==> config.mk <==
export PLATFORM = sky130hd
export DESIGN_NAME = brew_scheduler
export DESIGN_NICKNAME = d
export VERILOG_FILES = /design/src/rtl/brew_pkg.sv /design/src/rtl/brew_scheduler_phase_timer.sv /design/src/rtl/brew_scheduler.sv
export SDC_FILE = /design/constraint.sdc
export NUM_CORES = 1
export LEC_CHECK = 0
export CAP_MARGIN = 0
export CORE_MARGIN = 2
export CORE_UTILIZATION = 55
export DETAILED_ROUTE_END_ITERATION = 8
export PLACE_DENSITY = 0.87
export SETUP_SLACK_MARGIN = 0.3
export SLEW_MARGIN = 0
export SYNTH_ARGS = -nofsm -noshare
export SYNTH_HDL_FRONTEND = slang
export SYNTH_HIERARCHICAL = 1
export SYNTH_SLANG_ARGS = --single-unit
==> constraint.sdc <==
create_clock -name clk -period 9.1 [get_ports clk]
set_input_delay 1.365 -clock clk [delete_from_list [all_inputs] [get_ports clk]]
set_output_delay 1.365 -clock clk [all_outputs]
set_load 0.1 [all_outputs]
==> src/rtl/brew_pkg.sv <==
// -----------------------------------------------------------------------------
// brew_pkg
//   Shared types and constants for the brew-unit scheduler.
//   - state_t      : scheduler FSM states
//   - SEL_WATER    : drink-select code for hot water (grinder skipped)
//   - CNT_W        : width of the served-drink counter
//   - timer_width(): bits needed by the phase timer to hold the longest phase
// -----------------------------------------------------------------------------
package brew_pkg;

    typedef enum logic [2:0] {
        S_IDLE  = 3'd0,
        S_HEAT  = 3'd1,
        S_GRIND = 3'd2,
        S_POUR  = 3'd3,
        S_DONE  = 3'd4,
        S_FAULT = 3'd5
    } state_t;

    localparam logic [1:0] SEL_WATER = 2'd0;
    localparam int         CNT_W     = 8;

    // Longest phase is max(heat, grind, largest pour = 4 size units).
    function automatic int timer_width(input int heat_cyc, input int grind_cyc,
                                       input int pour_base);
        int longest;
        longest = heat_cyc;
        if (grind_cyc > longest)     longest = grind_cyc;
        if (4 * pour_base > longest) longest = 4 * pour_base;
        return $clog2(longest + 1);
    endfunction

endpackage

==> src/rtl/brew_scheduler_phase_timer.sv <==
// -----------------------------------------------------------------------------
// phase_timer
//   Down-counter timing one brew phase. Loaded with the phase length on phase
//   entry; expire is high while the count sits at 1, i.e. during the last
//   cycle of the phase.
//   Ports:
//     clk, reset   clock, synchronous active-low reset
//     load         load strobe (wins over en)
//     load_val     phase length in cycles
//     en           count enable (decrements while above zero)
//     expire       last cycle of the current phase
// -----------------------------------------------------------------------------
module phase_timer #(
    parameter int W = 4
) (
    input  logic         clk,
    input  logic         reset,
    input  logic         load,
    input  logic [W-1:0] load_val,
    input  logic         en,
    output logic         expire
);

    logic [W-1:0] count;

    // NOTE: sequential state uses non-blocking assignments so every register
    // samples pre-edge values regardless of statement order.
    // NOTE: reset is sampled on the clock edge (synchronous), so it only lives
    // inside the clocked block and never appears in the sensitivity list.
    always_ff @(posedge clk) begin
        if (!reset) begin
            count <= '0;
        end else if (load) begin
            count <= load_val;
        end else if (en && count != '0) begin
            count <= count - 1'b1;
        end
    end

    assign expire = (count == W'(1));

endmodule

==> src/rtl/brew_scheduler.sv <==
// -----------------------------------------------------------------------------
// brew_scheduler
//   Shares one brew unit (heater, grinder, pump) between NREQ ordering
//   stations. Orders are arbitrated round-robin in IDLE, then sequenced
//   HEAT -> GRIND (skipped for hot water) -> POUR -> DONE. Losing the cup in
//   any actuator phase drops the order and parks the unit in FAULT until the
//   operator clears it with the cup back in place. All outputs are registered
//   and change together with the state.
//   Ports:
//     clk, reset    clock, synchronous active-low reset
//     req[NREQ]     per-station order request, held until granted
//     sel[2*NREQ]   per-station drink select (0 = hot water, 1..3 = sizes)
//     cup_present   cup sensor
//     fault_clr     operator fault acknowledge
//     grant         one-hot acceptance pulse
//     busy          not IDLE
//     heater_on, grinder_on, pump_on   actuator drives (mutually exclusive)
//     done, done_id completion pulse and station served (done_id holds)
//     fault         unit parked in FAULT
//     served_cnt    completed drinks, wraps
// -----------------------------------------------------------------------------
module brew_scheduler
    import brew_pkg::*;
#(
    parameter int NREQ      = 2,
    parameter int HEAT_CYC  = 8,
    parameter int GRIND_CYC = 4,
    parameter int POUR_BASE = 4
) (
    input  logic                     clk,
    input  logic                     reset,
    input  logic [NREQ-1:0]          req,
    input  logic [2*NREQ-1:0]        sel,
    input  logic                     cup_present,
    input  logic                     fault_clr,
    output logic [NREQ-1:0]          grant,
    output logic                     busy,
    output logic                     heater_on,
    output logic                     grinder_on,
    output logic                     pump_on,
    output logic                     done,
    output logic [$clog2(NREQ)-1:0]  done_id,
    output logic                     fault,
    output logic [CNT_W-1:0]         served_cnt
);

    localparam int IDW = $clog2(NREQ);
    localparam int TW  = timer_width(HEAT_CYC, GRIND_CYC, POUR_BASE);

    state_t           state_q, state_d;
    logic [IDW-1:0]   ptr_q, ptr_d;
    logic [IDW-1:0]   id_q, id_d;
    logic [1:0]       sel_q, sel_d;
    logic [NREQ-1:0]  grant_d;

    logic [1:0]       sel_arr [NREQ];
    logic             found;
    logic [IDW-1:0]   win;
    logic [IDW-1:0]   idx;

    logic             tmr_load, tmr_en, tmr_expire;
    logic [TW-1:0]    tmr_val;

    for (genvar i = 0; i < NREQ; i++) begin : g_sel
        assign sel_arr[i] = sel[2*i +: 2];
    end

    // Round-robin pick: first requester at or after the pointer, wrapping.
    // NOTE: every signal written in a combinational block gets a default at
    // the top, so no path leaves it unassigned and no latch is inferred.
    always_comb begin
        found = 1'b0;
        win   = '0;
        idx   = '0;
        for (int k = 0; k < NREQ; k++) begin
            idx = IDW'((int'(ptr_q) + k) % NREQ);
            if (!found && req[idx]) begin
                found = 1'b1;
                win   = idx;
            end
        end
    end

    // Next-state logic.
    always_comb begin
        state_d = state_q;
        grant_d = '0;
        ptr_d   = ptr_q;
        id_d    = id_q;
        sel_d   = sel_q;
        case (state_q)
            S_IDLE: begin
                if (found && cup_present) begin
                    state_d = S_HEAT;
                    grant_d = NREQ'(1) << win;
                    ptr_d   = (int'(win) == NREQ - 1) ? '0 : win + 1'b1;
                    id_d    = win;
                    sel_d   = sel_arr[win];
                end
            end
            S_HEAT: begin
                if (!cup_present)    state_d = S_FAULT;
                else if (tmr_expire) state_d = (sel_q == SEL_WATER) ? S_POUR : S_GRIND;
            end
            S_GRIND: begin
                if (!cup_present)    state_d = S_FAULT;
                else if (tmr_expire) state_d = S_POUR;
            end
            S_POUR: begin
                if (!cup_present)    state_d = S_FAULT;
                else if (tmr_expire) state_d = S_DONE;
            end
            S_DONE:  state_d = S_IDLE;
            S_FAULT: if (fault_clr && cup_present) state_d = S_IDLE;
            default: state_d = S_IDLE;
        endcase
    end

    // Timer is reloaded whenever a timed phase is entered; cup-loss exits
    // leave it running, which is harmless since the next entry reloads it.
    always_comb begin
        tmr_en   = (state_q == S_HEAT) || (state_q == S_GRIND) || (state_q == S_POUR);
        tmr_load = (state_d != state_q);
        tmr_val  = '0;
        case (state_d)
            S_HEAT:  tmr_val = TW'(HEAT_CYC);
            S_GRIND: tmr_val = TW'(GRIND_CYC);
            S_POUR:  tmr_val = TW'(POUR_BASE * (int'(sel_d) + 1));
            default: tmr_load = 1'b0;
        endcase
    end

    phase_timer #(.W(TW)) u_phase_timer (
        .clk      (clk),
        .reset    (reset),
        .load     (tmr_load),
        .load_val (tmr_val),
        .en       (tmr_en),
        .expire   (tmr_expire)
    );

    // State plus Moore outputs, all derived from the next state so they
    // change on the same edge as the state itself.
    always_ff @(posedge clk) begin
        if (!reset) begin
            state_q    <= S_IDLE;
            ptr_q      <= '0;
            id_q       <= '0;
            sel_q      <= '0;
            grant      <= '0;
            busy       <= 1'b0;
            heater_on  <= 1'b0;
            grinder_on <= 1'b0;
            pump_on    <= 1'b0;
            done       <= 1'b0;
            done_id    <= '0;
            fault      <= 1'b0;
            served_cnt <= '0;
        end else begin
            state_q    <= state_d;
            ptr_q      <= ptr_d;
            id_q       <= id_d;
            sel_q      <= sel_d;
            grant      <= grant_d;
            busy       <= (state_d != S_IDLE);
            heater_on  <= (state_d == S_HEAT);
            grinder_on <= (state_d == S_GRIND);
            pump_on    <= (state_d == S_POUR);
            done       <= (state_d == S_DONE);
            fault      <= (state_d == S_FAULT);
            if (state_d == S_DONE) begin
                done_id    <= id_q;
                served_cnt <= served_cnt + 1'b1;
            end
        end
    end

endmodule

==> Word level (Yosys, flattened, before mapping) <==
Index checks and enable logic that the tools add are counted.
{ "classes": {"n_addsub": 5, "mul": 0, "div": 0, "magnitude_cmp": 3, "n_eq_ne": 11, "shift": 1, "muxes": 28, "n_bitwise": 1, "reduce_logical": 15} }
{ "op_table": {"columns": ["operator", "count"], "rows": [
  ["$mux 3", 8],
  ["$pmux 3 s5", 1],
  ["$pmux 5 s3", 1],
  ["$eq 3x2->1 const B", 4],
  ["$mux 1", 11],
  ["$mux 2", 5],
  ["$mux 5", 2],
  ["$eq 3x3->1 const B", 3],
  ["$add 8x1->8 const B", 1],
  ["$eq 3x1->1 const B", 2],
  ["$eq 5x1->1 const B", 1],
  ["$reduce_bool 5->1", 1],
  ["$sub 5x1->5 const B", 1],
  ["$logic_and 1x1->1", 4],
  ["$lt 1x2->1 const B", 2],
  ["$add 2x1->3 const B", 1],
  ["$logic_not 3->1", 1],
  ["$ne 3x3->1", 1],
  ["$reduce_and 3->1", 1],
  ["$reduce_bool 3->1", 1],
  ["$reduce_or 3->1", 1],
  ["$add 1x1->1 const B", 2],
  ["$ge 2x2->1 const B", 1],
  ["$logic_not 2->1", 1],
  ["other kinds (6)", 7]
]} }
{ "totals": {"reg_bits": 29, "latch_bits": 0, "mem_bits_rw": 0, "romBits": 0, "input_bits": 10, "mem_count": 0} }

==> Depth between registers and ports, before layout <==
{ "logic_depth": {"word_depth": 15, "ltp_mapped": 13} }

==> Cells and area by module <==
The synthesis kept the hierarchy.
{ "by_module_without_submodules": {"columns": ["mod", "instances", "cells_per_inst", "area_per_inst_um2", "seq_area_each_um2"], "rows": [
  ["brew_scheduler", 1, 128, 1139.8, 480.5],
  ["phase_timer", 1, 40, 317.8, 100.1]
]} }

==> Worst setup path before layout <==
No wires, ideal clock.
{ "synth_path": {"path_kind": "in2reg", "start": "input cup_present", "end": "register u_phase_timer.count[3]", "setup_ns": 0.126, "arrival_time_ns": 3.045, "path_slack_ns": 5.929, "cell_stages": 10, "path_buffers": 2, "path_cell_list": "nor2b_2 > o211a_2 > or3_4 > buf_6 > nor2_1 > a2111oi_2 > clkbuf_1 > inv_1 > o21ai_0 > a211oi_1"} }
{ "synth_via": {"elab_chain_cells": 7, "word_cells_on_any_way": 20, "cone_classes": "add/sub: 1; eq/ne: 4; mux: 11; reduce/logical: 4"} }
{ "synth_rtl": {"columns": ["item", "line_no", "rtl"], "rows": [
  ["start: declaration", "brew_scheduler.sv:34", "input logic cup_present,"],
  ["$logic_and 1x1->1 (on tied branches)", "brew_scheduler.sv:114, brew_scheduler.sv:93", null],
  ["$mux 3 (on tied branches)", "brew_scheduler.sv:114, brew_scheduler.sv:93", null],
  ["$pmux 3 s5 *", "brew_scheduler.sv:91", "case (state_q)"],
  ["$eq 3x1->1 or $eq 3x2->1 (tied branches)", "brew_scheduler.sv:125", "case (state_d)"],
  ["$reduce_or 3->1 (no line)", null, null],
  ["$mux 1 *", "brew_scheduler.sv:125", null],
  ["named net tmr_load", "brew_scheduler.sv:61", "logic tmr_load, tmr_en, tmr_expire;"],
  ["$mux 5 or $reduce_bool 2->1 (tied branches)", null, null],
  ["end signal: assignment", "brew_scheduler_phase_timer.sv:34", "count <= load_val;"],
  ["end signal: assignment", "brew_scheduler_phase_timer.sv:36", "count <= count - 1'b1;"],
  ["end: declaration", "brew_scheduler_phase_timer.sv:24", "logic [W-1:0] count;"]
]} }
The timed path passes the listed nets; every way through them passes the cells marked *.
A chain may end at the register's enable or synchronous reset.

==> Worst setup path after layout <==
Ends and elaborated chain as after synthesis.

==> flow_summary.yaml <==
run_status:
  status: "completed"
synthesis:
  avgSynthCellArea_um2: 8.68
  synth.top_cell.area_share: 0.398
  yosysWarnings: 6
  ys_ff_latch: 29
  yosysTopAreaCell: "dfxtp_1"
  ys_seq_area_frac: 0.398
  synth_cell_types: 46
  netlist_top_cells_area: "dfxtp_1 (40%), a21oi_1 (4.5%), mux2i_1 (4.1%)"
  netlist_area_um2: 1460
  syn_inst: 168
clocking:
  tritoncts: "built"
  clkLatencyLatePin_ns: 0.33
  cts_resized: 0
  root_buffer: "clkbuf_4"
  clock_path_buffers: 2
  cts_htree_levels: 2
  cts_setup_buffers: 0
  clock_sinks: 29
  cts.clk_slew.worst_paths_ns: 0.09
  cts_made_buffers: 5
  holdBufCountCts: 0
layout:
  n_antenna_cell: 0
  final_cell_mix: "dfxtp_1 (29), clkdlybuf4s50_1 (26), nand2_1 (15)"
  layout-drive-gt1-share: 0.0867
  fin_nets: 209
  area_growth_pct: 24.3
  final_common_cell: "dfxtp_1"
timing:
  setup_violations: 0
  fmax_mhz: 244
  finalCritPeriodShare: 0.450
  finalHoldViolCount: 0
  slew_viol_final: 0
  slew_headroom: 0.256
  tightest_slew_ns: 1.11
  fin_crit_ns: 4.10
  rsz0062_at_grt: "no"
  fin_tns_setup_ns: 0
  fin_skew_ns: 0.0118
grt:
  use_met2: 0.396
  grt_max_degree: 28
  use_met3: 0.0703
  gr-usage-met1: 0.291
  gr-total-overflow: 0
  grt_pass1_wl_um: 5840
  grtUsageTotal: 0.238
  top_usage_layer: "met2"
  antenna_found_initial: 0
  grt_pass1_vias: 1330
setup_path:
  r2r-start: "u_phase_timer/count[0]"
  r2r_cells: 10
  cp-end-kind: "flop"
  critPathLaunchType: "primary input"
  rr_endpoint: "u_phase_timer/count[3]"
  critPathCapture: "u_phase_timer/count[3]"
  cp-startpoint: "cup_present"
  rrSetupSlack_ns: 5.17
  crit_fanout: 22
  worst-endpoint-required_ns: 9.32
  worstSetupPathType: "in -> reg"
  arrival_ns: 4.31
pwr:
  power_density_nw_per_um2: 183
  ir_drop_uv: 147
  leakagePower_nw: 0.696
  fin_total_pwr_uw: 332
route:
  drt-pass1-iter-count: 4
  via_per_inst: 5.88
  drtAntennaViolNets: 0
  vias: 1330
  first_iter_violations: 62
  wl_per_cell_um: 14.8
  finalWirelength_um: 3350
  route.detailed.drc: 0
die:
  dieHeight_um: 55.5
  top_level_ports: 27
  rows: 18
  die_area_um2: 3080
  start_util: 0.583
  coreArea_um2: 2500
  die_w_um: 55.5
placement:
  place.gp.congestion: 0.823
  port_buffers: 26
  dpl.hpwl_um: 2490
run:
  cap_violations: 0
worst_hold_path:
  hold_class: "reg -> reg"
## state kept, by name, indices dropped and copies added, names as in the netlist
register / count
fault: 1
state_q: 3
grant: 2
grinder_on: 1
id_q: 1
done: 1
served_cnt: 8
pump_on: 1
u_phase_timer/count: 5
sel_q: 2
busy: 1
heater_on: 1
ptr_q: 1
done_id: 1
## how the worst min path moves through the flow
stage	start	slack (ns)	depth (start not counted)	endpoint
floorplan	id_q	0.44	2	done_id
global placement	done_id	0.45	2	done_id
detailed placement	done_id	0.46	2	done_id
CTS	done_id	0.47	2	done_id
global route	done_id	0.50	2	done_id
finish	done_id	0.47	2	done_id
## layer usage
metal  routed length [um]  share of wire  up-vias
met5                    0              0        -
met4                   56          0.017        0
met3                  141          0.042        7
met2                 1710           0.51       36
met1                 1440           0.43      635
li1                     -              -      652
## Yosys cell counts (all sizes together)
cell type / n
a31oi: 1
xnor2: 2
o21ai: 5
or3b: 1
and2b: 1
or4b: 1
a211oi: 1
nor4: 1
o211a: 2
a311oi: 2
or4: 3
nand2: 15
nor3: 2
o21a: 1
o311ai: 2
nand3: 6
o31ai: 3
dfxtp: 29
a21oi: 13
buf: 3
or2: 1
a2111oi: 1
nor2b: 2
nor4b: 1
nand4: 3
or3: 2
and3: 6
nand2b: 9
o41ai: 1
mux2i: 6
nor2: 14
nand4b: 2
clkbuf: 4
a2111o: 2
o2111ai: 1
inv: 9
ha: 4
conb: 1
and2: 5
## cell families after synthesis
family          count (synthesis)  synth area share
simple gates                   75             0.291
compound gates                 35             0.173
flops                          29             0.398
buf+inv                        16            0.0481
mux                             6            0.0412
fa+ha+maj                       4            0.0343
xor+xnor                        2            0.0120
other cells                     1           0.00257
## layout make-up
cell class	instances	area [um^2]
tap	30	37.5
timing repair buffer	26	260
sequential	29	581
inverter	9	33.8
clock buffer	6	51.3
clock inverter	2	37.5
multi-input combinational	124	811
fill	192	688
## worst max-delay path: stages
cell and delay, ns:
clkdlybuf4s50_1 0.52, nor2b_2 0.24, o211a_2 0.32, or3_4 0.30, nor2_1 0.09, a2111oi_2 0.99, inv_1 0.18, o21ai_0 0.23
a211oi_1 0.08
## where the power goes
group          total (mW)  switching [mW]  internal, mW  leakage (nW)
Sequential          0.142         0.00726         0.135         0.236
Combinational      0.0786          0.0516        0.0269         0.415
Clock               0.112          0.0464        0.0653        0.0445
Total               0.332           0.105         0.227         0.696
## metrics by stage
stage	hold WS [ns]	utilization	setup WS (ns)	cells	area, um^2
after floorplan	0.439	-	5.93	169	1460
after global placement	0.446	0.689	5.02	218	1720
after detailed placement	0.456	0.689	4.71	218	1720
after CTS	0.473	0.725	5.02	226	1810
after global routing	0.498	0.725	4.67	226	1810
final	0.469	0.725	5.00	226	1810
Power figures use the tool's default switching activity.
